**src/rtl/scs8hd_ha_pipe.sv**
```systemverilog
// Pipelined WIDTH-bit adder: {COUT, SUM} = A + B + CIN, carried through STAGES register slices
// with a valid/ready handshake and full backpressure.
module scs8hd_ha_pipe #(
  parameter int WIDTH  = 8,
  parameter int STAGES = 2
) (
`ifdef SC_USE_PG_PIN
  input  logic             vpwr,
  input  logic             vgnd,
  input  logic             vpb,
  input  logic             vnb,
`endif
  input  logic             CLK,
  input  logic             RESET,
  input  logic             IN_VALID,
  output logic             IN_READY,
  input  logic [WIDTH-1:0] A,
  input  logic [WIDTH-1:0] B,
  input  logic             CIN,
  output logic             OUT_VALID,
  input  logic             OUT_READY,
  output logic [WIDTH-1:0] SUM,
  output logic             COUT
);

  localparam int SLICE = (STAGES > 0) ? (WIDTH + STAGES - 1) / STAGES : 1;
  localparam int WP1   = WIDTH + 1;

  if (WIDTH < 1 || STAGES < 1 || STAGES > WIDTH) begin : g_bad_params
    $error("scs8hd_ha_pipe: STAGES must lie in 1..WIDTH and WIDTH must be >= 1");
  end

  // Inter-stage chains: index k is what stage k receives.
  logic [STAGES:0]                 rdy_c;
  logic [STAGES-1:0]               vld_c;
  logic [STAGES-1:0]               cry_c;
  logic [STAGES-1:0][WIDTH-1:0]    a_c;
  logic [STAGES-1:0][WIDTH-1:0]    b_c;
  logic [STAGES-1:0][WIDTH-1:0]    sum_c;

  assign rdy_c[STAGES] = OUT_READY;
  assign IN_READY      = rdy_c[0];
  assign vld_c[0]      = IN_VALID;
  assign cry_c[0]      = CIN;
  assign a_c[0]        = A;
  assign b_c[0]        = B;
  assign sum_c[0]      = '0;

  for (genvar k = 0; k < STAGES; k++) begin : g_stage
    // Bit range [LO, HI) owned by this stage; an empty stage has LO == HI == WIDTH,
    // which makes the adder below pass the incoming carry straight through.
    localparam int LO = (k * SLICE < WIDTH) ? k * SLICE : WIDTH;
    localparam int HI = ((k + 1) * SLICE < WIDTH) ? (k + 1) * SLICE : WIDTH;

    logic             valid_q;
    logic             carry_q;
    logic             carry_d;
    logic [WIDTH-1:0] sum_q;
    logic [WIDTH-1:0] sum_d;
    logic [WIDTH-1:0] slice_m;
    logic [WP1-1:0]   add_w;

    always_comb begin
      slice_m = '0;
      for (int i = 0; i < WIDTH; i++) slice_m[i] = (i >= LO) && (i < HI);
    end

    always_comb begin
      add_w   = {1'b0, a_c[k] & slice_m} + {1'b0, b_c[k] & slice_m} + (WP1'(cry_c[k]) << LO);
      sum_d   = sum_c[k] | (add_w[WIDTH-1:0] & slice_m);
      carry_d = |(add_w >> HI);
    end

    assign rdy_c[k] = !valid_q || rdy_c[k+1];

    // Data only moves with a valid token, so bubbles never disturb held results.
    always_ff @(posedge CLK or posedge RESET) begin
      if (RESET) begin
        valid_q <= 1'b0;
        sum_q   <= '0;
        carry_q <= 1'b0;
      end else if (rdy_c[k]) begin
        valid_q <= vld_c[k];
        if (vld_c[k]) begin
          sum_q   <= sum_d;
          carry_q <= carry_d;
        end
      end
    end

    if (k < STAGES - 1) begin : g_fwd
      logic [WIDTH-1:0] upper_m;
      logic [WIDTH-1:0] a_q;
      logic [WIDTH-1:0] b_q;

      always_comb begin
        upper_m = '0;
        for (int i = 0; i < WIDTH; i++) upper_m[i] = (i >= HI);
      end

      always_ff @(posedge CLK or posedge RESET) begin
        if (RESET) begin
          a_q <= '0;
          b_q <= '0;
        end else if (rdy_c[k] && vld_c[k]) begin
          a_q <= a_c[k] & upper_m;
          b_q <= b_c[k] & upper_m;
        end
      end

      assign a_c[k+1]   = a_q;
      assign b_c[k+1]   = b_q;
      assign sum_c[k+1] = sum_q;
      assign cry_c[k+1] = carry_q;
      assign vld_c[k+1] = valid_q;
    end else begin : g_out
      assign SUM       = sum_q;
      assign COUT      = carry_q;
      assign OUT_VALID = valid_q;
    end
  end

endmodule

```
**config.mk**
```make
export PLATFORM = sky130hd
export DESIGN_NAME = scs8hd_ha_pipe
export DESIGN_NICKNAME = d
export VERILOG_FILES = /design/src/rtl/scs8hd_ha_pipe.sv
export SDC_FILE = /design/constraint.sdc
export NUM_CORES = 1
export LEC_CHECK = 0
export CAP_MARGIN = 20
export CORE_ASPECT_RATIO = 0.6
export CORE_MARGIN = 4
export CORE_UTILIZATION = 51
export CTS_BUF_LIST = sky130_fd_sc_hd__clkbuf_16
export DETAILED_ROUTE_END_ITERATION = 10
export PLACE_DENSITY = 0.85
export SYNTH_ARGS = -nofsm -noshare
export SYNTH_HDL_FRONTEND = slang
export SYNTH_SLANG_ARGS = --single-unit
```
**constraint.sdc**
```tcl
create_clock -name CLK -period 2.9 [get_ports CLK]
set_input_delay 0.58 -clock CLK [delete_from_list [all_inputs] [get_ports CLK]]
set_output_delay 0.58 -clock CLK [all_outputs]
set_load 0.02 [all_outputs]
```
==> impl_metrics.csv, run 1 <==
group,metric,value,unit
clocking,numCtsBuffers,3,
power,clockPowerShare,30.2,%
sta,post-route-period-util,88.34,%
floorplan,die_h,46.45,µm
worst_setup_path,end_kind,"output port",
worst_setup_path,r2r_slack,0.97,ns
worst_setup_path,reg2reg_depth,6,
worst_setup_path,crit_required,2.32,ns
worst_setup_path,start_kind,"primary input",
min_path,hold_start,"SUM[6]",
grt,grt_pass1_vias,827,
clocking,htreeDepth,1,
floorplan,dieWidth,72.07,µm
place,gp_congestion,0.8185,
synth,synth_edf_count,0,
sta,min_period,2.562,ns
clocking,cts_setup_buffers,0,
synth,yosysMostFrequentCell,"dfrtp_1",
synth,avgSynthCellArea,12.82,µm²
flow_run,max_cap_viol_count,0,
drt,drtIter0Drc,53,
grt,antenna_found_initial,0,
power,sw_frac_of_total,28.12,%
place,placed_area,1593,µm²
clocking,insertion_delay,0.26,ns
power,power,1291,µW
synth,syn_inst,98,
sta,tightest_slew,0.8996,ns
drt,drt-total-wl,2486,µm
worst_setup_path,path_delay_family,"buffers and inverters",
grt,grt_usage,16.25,%
synth,synth_area_leaders,"dfrtp_1, ha_1, mux2_4",
drt,vias,848,
min_path,worstHoldPathType,"flop to flop",
power,power.share.sequential,36.1,%
clocking,tritoncts,"built",
power,ir_worst_vdd,0.5389,mV
sta,whs,0.5059,ns
grt,grt_pass1_wl,3974,µm
final_layout,final_cell_area,1698,µm²
drt,drt_drc_violations_left,0,
sta,max-slew-margin-rel,39.96,%
power,power_frac_comb,33.8,%
worst_setup_path,rr_startpoint,"g_stage[0].carry_q",
drt,ant_nets,0,
sta,slew_viol_final,0,
worst_setup_path,critPathMostFrequentCell,"clkdlybuf4s50_1",
drt,first_pass_iters,4,
run_status,outcome,"complete, no violations",
power,p_per_area,760.1,nW/µm²
synth,synthesis.area,1256,µm²
synth,synth_cell_types,23,
final_layout,n_antenna_cell,0,
final_layout,layout.nets,167,
sta,final.setup_skew,0.005407,ns
final_layout,syn2layout_area_growth,35.16,%
worst_setup_path,slowest_stage,"clkdlybuf4s50_1",
synth,syn-num-nets,132,
power,p_switching,362.9,µW
place,place_ws,0.3443,ns
worst_setup_path,crit_path_max_fanout,5,
sta,finalHoldViolations,0,
floorplan,die-area,3347,µm²
clocking,clk_pin_slew,0.06,ns
synth,yosys_warnings,0,
floorplan,rows,13,
synth,synth_commonest_cells,"dfrtp_1, inv_1, o21ai_0",
floorplan,start_util,55.96,%
synth,synth_top_area_share,47.81,%
worst_setup_path,arrival,1.98,ns
synth,synth_seq_cells,24,
worst_setup_path,reg2reg_to,"SUM[6]",
drt,via_per_inst,5.235,
floorplan,coreArea,2245,µm²
sta,rsz0062_at_grt,"false",
sta,setup_violations,0,
worst_setup_path,crit_path_max_incr_delay,0.61,ns
min_path,hold_depth,1,
sta,max_freq,0.3904,GHz
synth,synth_top_cell_by_area,"dfrtp_1",
worst_setup_path,crit_chain,"clkdlybuf4s50_1 -> and3b_4 -> inv_4 -> clkdlybuf4s50_1",
synth,seq_area_frac_synth,47.81,%
place,hpwl,1864,µm
synth,synth_flop_cell,"dfrtp_1",
clocking,cts_hold_buf,0,
sta,tns,0,ns
worst_setup_path,worstSetupPathType,"primary input to output port",
grt,grt_max_degree,25,
place,numPortBuffers,31,
final_layout,layout-drive-gt1-share,16.67,%
power,static-leakage-power,0.0007833,µW
clocking,cts_sinks,24,
clocking,clockRootBuffer,"clkbuf_16",
synth,synthArstFlopShare,100.0,%
clocking,ctsResizeCount,0,
worst_setup_path,path_buf_inv,3,
drt,wire_per_inst,15.35,µm
sta,setup_ws,0.3382,ns
clocking,cts_buffer_depth,2,
floorplan,io_pins,32,
min_path,min_to,"SUM[6]",
grt,grt_overflow,0,
power,intPower,927.7,µW
-- kinds of logic after synthesis --
| kind of cell | Yosys count | share of synthesized area (%) |
|---|---|---|
| flip-flops | 24 | 47.81 |
| AO/OA/AOI/OAI | 19 | 8.664 |
| XOR/XNOR | 2 | 1.395 |
| AND/OR/NAND/NOR | 12 | 6.575 |
| multiplexers | 15 | 15.54 |
| adder cells (fa/ha/maj) | 13 | 15.34 |
| buffers and inverters | 13 | 4.682 |
-- worst max-delay path by stage --
| stage | startpoint | to | slack (ns) | depth (start not counted) |
|---|---|---|---|---|
| final | OUT_READY | IN_READY | 0.34 | 4 |
| after global routing | OUT_READY | IN_READY | 0.29 | 4 |
| after detailed placement | OUT_READY | IN_READY | 0.34 | 4 |
| after global placement | OUT_READY | IN_READY | 0.35 | 4 |
| after floorplan | g_stage[0].carry_q | SUM[6] | 1.14 | 6 |
| after CTS | OUT_READY | IN_READY | 0.34 | 4 |
-- metrics by stage --
step | cells | utilization, %
3_5_place_dp | 158 | 70.96
5_1_grt | 162 | 75.64
6_report | 162 | 75.64
2_1_floorplan | 98 | -
3_3_place_gp | 158 | 70.96
4_1_cts | 162 | 75.64
-- registers in the layout (all words and copies together) (netlist names) --
name / flops
SUM: 8
g_stage.g_fwd.a_q: 4
g_stage.g_fwd.b_q: 4
g_stage.sum_q: 4
COUT: 1
OUT_VALID: 1
g_stage.carry_q: 1
g_stage.valid_q: 1
-- layer usage --
| layer | global-route usage [%] | wire length, µm | up-vias |
|---|---|---|---|
| met2 | 26.94 | 1197 | 26 |
| li1 | - | - | 404 |
| met5 | 0 | 0 | - |
| met4 | 3.745 | 31 | 0 |
| met1 | 21.63 | 1136 | 414 |
| met3 | 4.357 | 120 | 4 |
-- layout make-up --
cell class | instances | area [µm²]
Sequential cell | 24 | 600.6
Clock buffer | 3 | 75.07
Multi-Input combinational cell | 61 | 596.8
Inverter | 12 | 47.55
Tap cell | 30 | 37.54
Timing Repair Buffer | 31 | 310.3
Fill cell | 135 | 546.8
Clock inverter | 1 | 30.03
-- cells in the final DEF (no fill, tap or decap), types with 2 or more instances in the layout --
master / Yosys / layout
clkdlybuf4s50_1: 0 / 31
dfrtp_1: 24 / 24
mux2_2: 8 / 8
fa_1: 4 / 4
and3b_1: 2 / 2
o31ai_1: 2 / 2
inv_1: 11 / 11
ha_1: 9 / 9
a21boi_0: 2 / 2
clkbuf_16: 0 / 3
nand2_1: 3 / 3
a21oi_1: 3 / 3
nand3_1: 2 / 2
o21ai_0: 11 / 11
mux2_4: 7 / 7
-- power groups by stage --
stage | Combinational (µW) | Sequential (µW) | Clock (µW)
CTS | 441 | 466 | 396
global route | 472 | 477 | 412
finish | 436 | 466 | 389
floorplan | 191 | 526 | 0
global placement | 418 | 467 | 0
detailed placement | 432 | 472 | 0
Power figures use the tool's default switching activity.
==> inputs of run 2 (changes only) <==
--- a/config.mk
+++ b/config.mk
@@ -12,6 +12,7 @@
 export CTS_BUF_LIST = sky130_fd_sc_hd__clkbuf_16
 export DETAILED_ROUTE_END_ITERATION = 10
 export PLACE_DENSITY = 0.85
+export SKIP_LAST_GASP = 1
 export SYNTH_ARGS = -nofsm -noshare
 export SYNTH_HDL_FRONTEND = slang
 export SYNTH_SLANG_ARGS = --single-unit
==> results of run 2 <==
Same layout as run 1: the final DEF is identical, and so are final timing and power.
